`config.mk`:
```
export PLATFORM = sky130hd
export DESIGN_NAME = wb_scoreboard
export DESIGN_NICKNAME = d
export VERILOG_FILES = /design/src/rtl/wb_scoreboard.sv
export SDC_FILE = /design/constraint.sdc
export NUM_CORES = 1
export LEC_CHECK = 0
export CAP_MARGIN = 20
export CORE_MARGIN = 2
export CORE_UTILIZATION = 43
export DETAILED_ROUTE_END_ITERATION = 12
export HOLD_SLACK_MARGIN = 0.06
export PLACE_DENSITY_LB_ADDON = 0.3
export SYNTH_ARGS = -nofsm -noshare
export SYNTH_HDL_FRONTEND = slang
export SYNTH_SLANG_ARGS = --single-unit
```
`constraint.sdc`:
```
create_clock -name clk -period 6.5 [get_ports clk]
set_input_delay 1.3 -clock clk [delete_from_list [all_inputs] [get_ports clk]]
set_output_delay 1.3 -clock clk [all_outputs]
set_load 0.01 [all_outputs]
```
`src/rtl/wb_scoreboard.sv`:
```
// Register scoreboard with single-cycle ALU and long-latency writeback arbitration.
// Tracks pending long results, stalls dependent issues, and forwards the in-flight write.
module wb_scoreboard (
  input  logic        clk,
  input  logic        rst,
  input  logic        issue_valid,
  input  logic [4:0]  issue_rd,
  input  logic [4:0]  issue_rs1,
  input  logic [4:0]  issue_rs2,
  input  logic        issue_long,
  output logic        issue_stall,
  input  logic        alu_valid,
  input  logic [4:0]  alu_rd,
  input  logic [31:0] alu_data,
  input  logic        lu_valid,
  input  logic [4:0]  lu_rd,
  input  logic [31:0] lu_data,
  output logic        lu_ready,
  output logic        wr_en,
  output logic [4:0]  wr_rd,
  output logic [31:0] wr_data,
  output logic        fwd1_hit,
  output logic        fwd2_hit,
  output logic [31:0] fwd_data,
  output logic [15:0] busy_vec,
  output logic        err
);

  logic [15:0] busy;
  logic [15:0] busy_next;
  logic [3:0]  rd_idx;
  logic [3:0]  rs1_idx;
  logic [3:0]  rs2_idx;
  logic [3:0]  alu_idx;
  logic [3:0]  lu_idx;
  logic        rs1_busy;
  logic        rs2_busy;
  logic        rd_busy;
  logic        issue_accept;
  logic        lu_handshake;
  logic        src_valid;
  logic [4:0]  src_rd;
  logic [31:0] src_data;
  logic        write_next;
  logic        err_event;

  // Only the low four bits select one of the sixteen tracked registers.
  assign rd_idx  = issue_rd[3:0];
  assign rs1_idx = issue_rs1[3:0];
  assign rs2_idx = issue_rs2[3:0];
  assign alu_idx = alu_rd[3:0];
  assign lu_idx  = lu_rd[3:0];

  assign rs1_busy = (rs1_idx != 4'd0) && busy[rs1_idx];
  assign rs2_busy = (rs2_idx != 4'd0) && busy[rs2_idx];
  assign rd_busy  = (rd_idx  != 4'd0) && busy[rd_idx];

  assign issue_stall  = issue_valid && !rst && (rs1_busy || rs2_busy || rd_busy);
  assign issue_accept = issue_valid && !issue_stall;

  // The ALU always wins the write port; the long unit waits for a free cycle.
  assign lu_ready     = !alu_valid && !rst;
  assign lu_handshake = lu_valid && lu_ready;

  always_comb begin
    src_valid = 1'b0;
    src_rd    = 5'd0;
    src_data  = 32'd0;
    if (alu_valid) begin
      src_valid = 1'b1;
      src_rd    = alu_rd;
      src_data  = alu_data;
    end else if (lu_handshake) begin
      src_valid = 1'b1;
      src_rd    = lu_rd;
      src_data  = lu_data;
    end
  end

  assign write_next = src_valid && (src_rd[3:0] != 4'd0);

  // Clear is applied before set so a coincident set on the same index wins.
  always_comb begin
    busy_next = busy;
    if (lu_handshake) begin
      busy_next[lu_idx] = 1'b0;
    end
    if (issue_accept && issue_long && (rd_idx != 4'd0)) begin
      busy_next[rd_idx] = 1'b1;
    end
    busy_next[0] = 1'b0;
  end

  assign err_event = (lu_handshake && !busy[lu_idx])
                  || (alu_valid && (alu_idx != 4'd0) && busy[alu_idx])
                  || (alu_valid && lu_valid && (lu_idx == alu_idx));

  always_ff @(posedge clk) begin
    if (rst) begin
      busy    <= 16'd0;
      wr_en   <= 1'b0;
      wr_rd   <= 5'd0;
      wr_data <= 32'd0;
      err     <= 1'b0;
    end else begin
      busy  <= busy_next;
      wr_en <= write_next;
      if (write_next) begin
        wr_rd   <= src_rd;
        wr_data <= src_data;
      end
      if (err_event) begin
        err <= 1'b1;
      end
    end
  end

  assign busy_vec = busy;

  // Bypass compares against the write currently on the register-file port.
  assign fwd1_hit = !rst && wr_en && (wr_rd[3:0] == rs1_idx) && (rs1_idx != 4'd0);
  assign fwd2_hit = !rst && wr_en && (wr_rd[3:0] == rs2_idx) && (rs2_idx != 4'd0);
  assign fwd_data = wr_data;

endmodule

```
==> results.json, run 1 <==
{
  "r2r-start": "busy_vec[10]",
  "synth_top_flop_cell": "dfxtp_1",
  "drc": 0,
  "detail-route-antenna-nets": 0,
  "cts-hold-fix-buffers": 0,
  "yosysMostFrequentCell": "dfxtp_1",
  "post-route-util_pct": 64.7,
  "cp-startpoint": "issue_rs1[0]",
  "skew_ps": 6.46,
  "synthTopCellsByCount": "dfxtp_1, nor2_1, nor3_1",
  "synth_top_area_share_pct": 30.3,
  "cts_setup_buffers": 0,
  "start_kind": "input pin",
  "synthArstFlopShare_pct": 0,
  "drv_slew": 0,
  "hold_viol_final": 0,
  "multi_input_area_um2": 2030,
  "post_drt_wl_per_cell_um": 18.2,
  "critPathMaxStageDelay_ps": 680,
  "cts_tree": "built",
  "io_buffer_count": 181,
  "nNetsFinal": 627,
  "numCtsBuffers": 5,
  "max_cap_viol_count": 0,
  "avgSynthCellArea_um2": 8.68,
  "finalSetupViolCount": 0,
  "clockBufferDepth": 2,
  "criticalPathCategory": "input pin to primary output",
  "nFillCells": 683,
  "die_h_um": 95.1,
  "power_leakage_uw": 0.00188,
  "report.power.total_uw": 924,
  "synth_edf_count": 0,
  "syn2layout_area_growth_pct": 47.6,
  "cts.sinks": 54,
  "dr_total_vias": 3762,
  "slew_headroom_pct": 64.2,
  "path_cells": "clkdlybuf4s50_1, mux4_2, a22oi_1, o31a_1, nand2_1, o21a_1, clkdlybuf4s50_1",
  "cp_common_cell": "clkdlybuf4s50_1",
  "clk_pin_slew_ps": 90,
  "fin_crit_sh_pct": 81.0,
  "synth-seq-area-share_pct": 30.3,
  "hp-start": "fwd_data[10]",
  "drt_iter0_markers": 189,
  "cts_root_buffer": "clkbuf_8",
  "grt_usage_pct": 24.5,
  "finalSetupTns_ps": 0,
  "run_status": "finished, final reports clean",
  "synth_cell_types": 49,
  "yosys.area.top_type": "dfxtp_1",
  "power_density_nw_per_um2": 176,
  "grt_pass1_wl_um": 17300,
  "crit_fanout": 16,
  "peakVddDrop_mv": 0.108,
  "cts.htree.levels": 2,
  "period_needed_ps": 5260,
  "io_pins": 186,
  "hold_path_class": "register to register",
  "placement_rows": 33,
  "fp.dieW_um": 95.1,
  "tightest_slew_ps": 537,
  "antenna_cells": 0,
  "dr.pass1.iters": 5,
  "drive_above_1_share_pct": 6.19,
  "synth_cells": 411,
  "yosysWarnings": 0,
  "grt_pass1_vias": 3372,
  "cpLargestDelayFamily": "buffers and inverters",
  "grt_max_degree": 43,
  "register_area_um2": 1080,
  "antenna_found_initial": 0,
  "slowest_stage": "clkdlybuf4s50_1",
  "wl_um": 11600,
  "rsz0062_at_grt": "no",
  "dpl.hpwl_um": 8470,
  "worstPathRequired_ps": 5200,
  "synthTopCellsByArea": "dfxtp_1, a221oi_1, buf_4",
  "worstPathArrival_ps": 3960,
  "routed_via_density": 5.90,
  "initial_core_util_pct": 43.8,
  "cts-resized-gates": 0,
  "syn-cell-area_um2": 3570,
  "synth-seq-cells": 54,
  "grt_overflow_total": 0,
  "routabilityCongestion": 0.873,
  "die-area_um2": 9040,
  "clkLatencyLatePin_ps": 300,
  "max_clock_freq_mhz": 190,
  "synth_nets": 506,
  "cp-end-kind": "primary output",
  "core_area_um2": 8130,
  "worst-path-buf-inv": 2
}
-- worst paths after layout --
check / endpoint / slack [ps] / depth (start not counted)
worst max-delay path: issue_stall / 1240 / 7
worst min-delay path: fwd_data[10] / 510 / 2
worst max register to register: busy_vec[1] / 4460 / 5
worst min register to register: fwd_data[10] / 510 / 2
-- flip-flops by register name, summed over array words and instances (netlist names) --
name      cells
err           1
wr_en         1
busy_vec     15
fwd_data     32
wr_rd         5
-- power breakdown --
group,internal [µW],switching (µW)
clock,164,108
combinational,159,120
sequential,354,19.9
-- metrics by stage --
stage | instance area [µm²] | setup WS [ps] | std cells | hold slack, ps
3_5_place_dp | 5120 | 1230 | 630 | 502
4_1_cts | 5260 | 1230 | 638 | 517
6_report | 5260 | 1240 | 638 | 512
2_1_floorplan | 3570 | 2280 | 411 | 518
3_3_place_gp | 5120 | 1270 | 630 | 497
5_1_grt | 5260 | 1080 | 638 | 534
-- layout by cell type, fill, tap and decap left out, types with 9 or more instances in the layout --
cell type / Yosys / layout
clkdlybuf4s50_1: 0 / 180
dfxtp_1: 54 / 54
nor2_1: 44 / 44
nor3_1: 38 / 38
a221oi_1: 34 / 34
nand3_1: 15 / 15
o211ai_1: 14 / 14
mux4_2: 10 / 10
o21ai_1: 10 / 10
and4_1: 9 / 9
-- worst min-delay path, cell delays in order (launching register included) --
cell and delay [ps]:
dfxtp_1 330, nor2_1 100, nor3_1 50
-- logic make-up after synthesis --
kind of cell,count (synthesis),share of synthesized area (%)
AOI/OAI and AO/OA,92,19.9
xor gates and xnor gates,10,2.46
buffers and inverters,80,13.0
DFF,54,30.3
muxes,24,11.4
other,1,0.105
and+or+nand+nor,150,22.8
-- layout make-up --
class | instances | share of cell area [%]
Clock buffer | 6 | 1.57
Tap cell | 105 | 2.50
Clock inverter | 2 | 1.14
Timing Repair Buffer | 188 | 35.3
Inverter | 6 | 0.428
Multi-Input combinational cell | 277 | 38.5
Sequential cell | 54 | 20.5
-- layer usage --
layer  wire, µm  global-route usage, %
met2       5610                   41.1
met5          0                      0
met3       1080                   5.22
met1       4720                   31.4
met4        227                   7.97
Power figures use the tool's default switching activity.
==> inputs of run 2 (changes only) <==
--- a/config.mk
+++ b/config.mk
@@ -7,7 +7,7 @@
 export LEC_CHECK = 0
 export CAP_MARGIN = 20
 export CORE_MARGIN = 2
-export CORE_UTILIZATION = 43
+export CORE_UTILIZATION = 40
 export DETAILED_ROUTE_END_ITERATION = 12
 export HOLD_SLACK_MARGIN = 0.06
 export PLACE_DENSITY_LB_ADDON = 0.3
==> constraint.sdc (replaced) <==
create_clock -name clk -period 5.5 [get_ports clk]
set_input_delay 1.1 -clock clk [delete_from_list [all_inputs] [get_ports clk]]
set_output_delay 1.1 -clock clk [all_outputs]
set_load 0.01 [all_outputs]
==> run 2 against run 1 <==
  * Register-to-register slack worse by 1000 ps
  * Clock skew rose by 1.6 ps
  * First-iteration DRC count is 5.3% lower
  * Worst hold slack gained 1.9 ps
  * Sequential share of layout area increased by 0.22 points
  * Cell count is 0.31% higher
  * Critical endpoint unchanged
==> results.json, run 2 (synthesis gave the netlist of run 1 again) <==
{
  "hold_path_class": "register to register",
  "post-route-util_pct": 60.0,
  "max_clock_freq_mhz": 204,
  "run_status": "finished, final reports clean",
  "antenna_cells": 0,
  "cts.sinks": 54,
  "cp-startpoint": "issue_rs1[0]",
  "fp.dieW_um": 98.4,
  "drt_iter0_markers": 179,
  "slew_headroom_pct": 59.5,
  "final_cell_mix": "clkdlybuf4s50_1, dfxtp_1, nor2_1, nor3_1, a221oi_1",
  "power_density_nw_per_um2": 191,
  "skew_ps": 8.06,
  "max_cap_viol_count": 0,
  "final_common_cell": "clkdlybuf4s50_1",
  "r2r-start": "busy_vec[13]",
  "dr.pass1.iters": 4,
  "rsz0062_at_grt": "no",
  "cp-end-kind": "primary output",
  "grt_pass1_vias": 3593,
  "worstPathArrival_ps": 3800,
  "period_needed_ps": 4900,
  "worstPathRequired_ps": 4400,
  "placement_rows": 34,
  "dp.cells": 633,
  "nNetsFinal": 627,
  "peakVddDrop_mv": 0.104,
  "die-area_um2": 9690,
  "start_kind": "input pin",
  "cts_root_buffer": "clkbuf_8",
  "routabilityCongestion": 0.936,
  "power_leakage_uw": 0.00185,
  "hp-start": "fwd_data[0]",
  "die_h_um": 98.4,
  "io_buffer_count": 181,
  "routed_via_density": 5.86,
  "cts.htree.levels": 2,
  "antenna_found_initial": 0,
  "clkLatencyLatePin_ps": 300,
  "cts-resized-gates": 0,
  "numCtsBuffers": 5,
  "fin_crit_sh_pct": 89.1,
  "detail-route-antenna-nets": 0,
  "finalSetupTns_ps": 0,
  "grt_pass1_wl_um": 19100,
  "cts-hold-fix-buffers": 0,
  "syn2layout_area_growth_pct": 46.1,
  "clockBufferDepth": 2,
  "post_drt_wl_per_cell_um": 19.1,
  "path_cells": "clkdlybuf4s50_1, mux4_2, a22oi_1, o31a_1, nand2_1, o21a_1, clkdlybuf4s50_1",
  "hold_viol_final": 0,
  "grt_usage_pct": 24.0,
  "cpLargestDelayFamily": "buffers and inverters",
  "cts_setup_buffers": 0,
  "worst-path-buf-inv": 2,
  "drive_above_1_share_pct": 6.02,
  "finalSetupViolCount": 0,
  "grt_overflow_total": 0,
  "clk_pin_slew_ps": 90,
  "fin_cells": 640,
  "cp_common_cell": "clkdlybuf4s50_1",
  "report.power.total_uw": 995,
  "dr_total_vias": 3750,
  "dpl.hpwl_um": 8670,
  "core_area_um2": 8680,
  "cts_tree": "built",
  "drv_slew": 0,
  "critPathMaxStageDelay_ps": 700,
  "largest_reg_flops": 32,
  "initial_core_util_pct": 41.1,
  "criticalPathCategory": "input pin to primary output",
  "grt_max_degree": 39,
  "tightest_slew_ps": 607,
  "wl_um": 12200,
  "io_pins": 186,
  "drc": 0,
  "crit_fanout": 16,
  "slowest_stage": "clkdlybuf4s50_1"
}
-- run 2: cell count changes in the layout (fill, tap and decap cells not counted) --
cell,previous run,this run
bufinv_16,2,0
clkbuf_8,6,5
clkinvlp_4,0,2
-- run 2: final cells by class --
| type | instances | area [µm²] |
|---|---|---|
| clock inverters | 2 | 15.0 |
| inverters | 6 | 22.5 |
| flip-flops and latches | 54 | 1080 |
| fillers | 775 | 3470 |
| repair buffers | 188 | 1860 |
| clock buffers | 5 | 68.8 |
| multi-input cells | 277 | 2030 |
| well taps | 108 | 135 |
-- run 2: layer usage --
metal / vias up / share of wire (%) / global-route usage, %
met4: 0 / 0.76 / 5.16
met3: 8 / 7.5 / 4.61
met2: 184 / 49 / 39.9
met1: 1797 / 43 / 32.7
met5: - / 0 / 0
li1: 1761 / - / -
-- run 2: worst paths after layout --
check / slack, ps / to / depth (start not counted)
hold / removal: 510 / fwd_data[0] / 2
hold reg to reg: 510 / fwd_data[0] / 2
setup reg to reg: 3450 / busy_vec[1] / 5
setup / recovery: 600 / issue_stall / 7
-- run 2: report_power, final --
part | internal (µW) | total (µW) | switching, µW
Clock | 87.4 | 220 | 133
Sequential | 418 | 441 | 23.6
Combinational | 188 | 333 | 145
-- run 2: worst reg2reg max path, stage by stage (launching register included) --
cell	delay, ps
dfxtp_1	440
mux4_2	490
a22oi_1	170
o31a_1	500
nand4_1	200
o21ai_1	170
-- run 2: stage by stage --
| stage | setup WS, ps | hold WS, ps | area (µm²) |
|---|---|---|---|
| 2_1_floorplan | 1680 | 518 | 3570 |
| 5_1_grt | 399 | 531 | 5210 |
| 6_report | 599 | 514 | 5210 |
| 3_3_place_gp | 639 | 485 | 5120 |
| 3_5_place_dp | 631 | 504 | 5120 |
| 4_1_cts | 618 | 517 | 5210 |
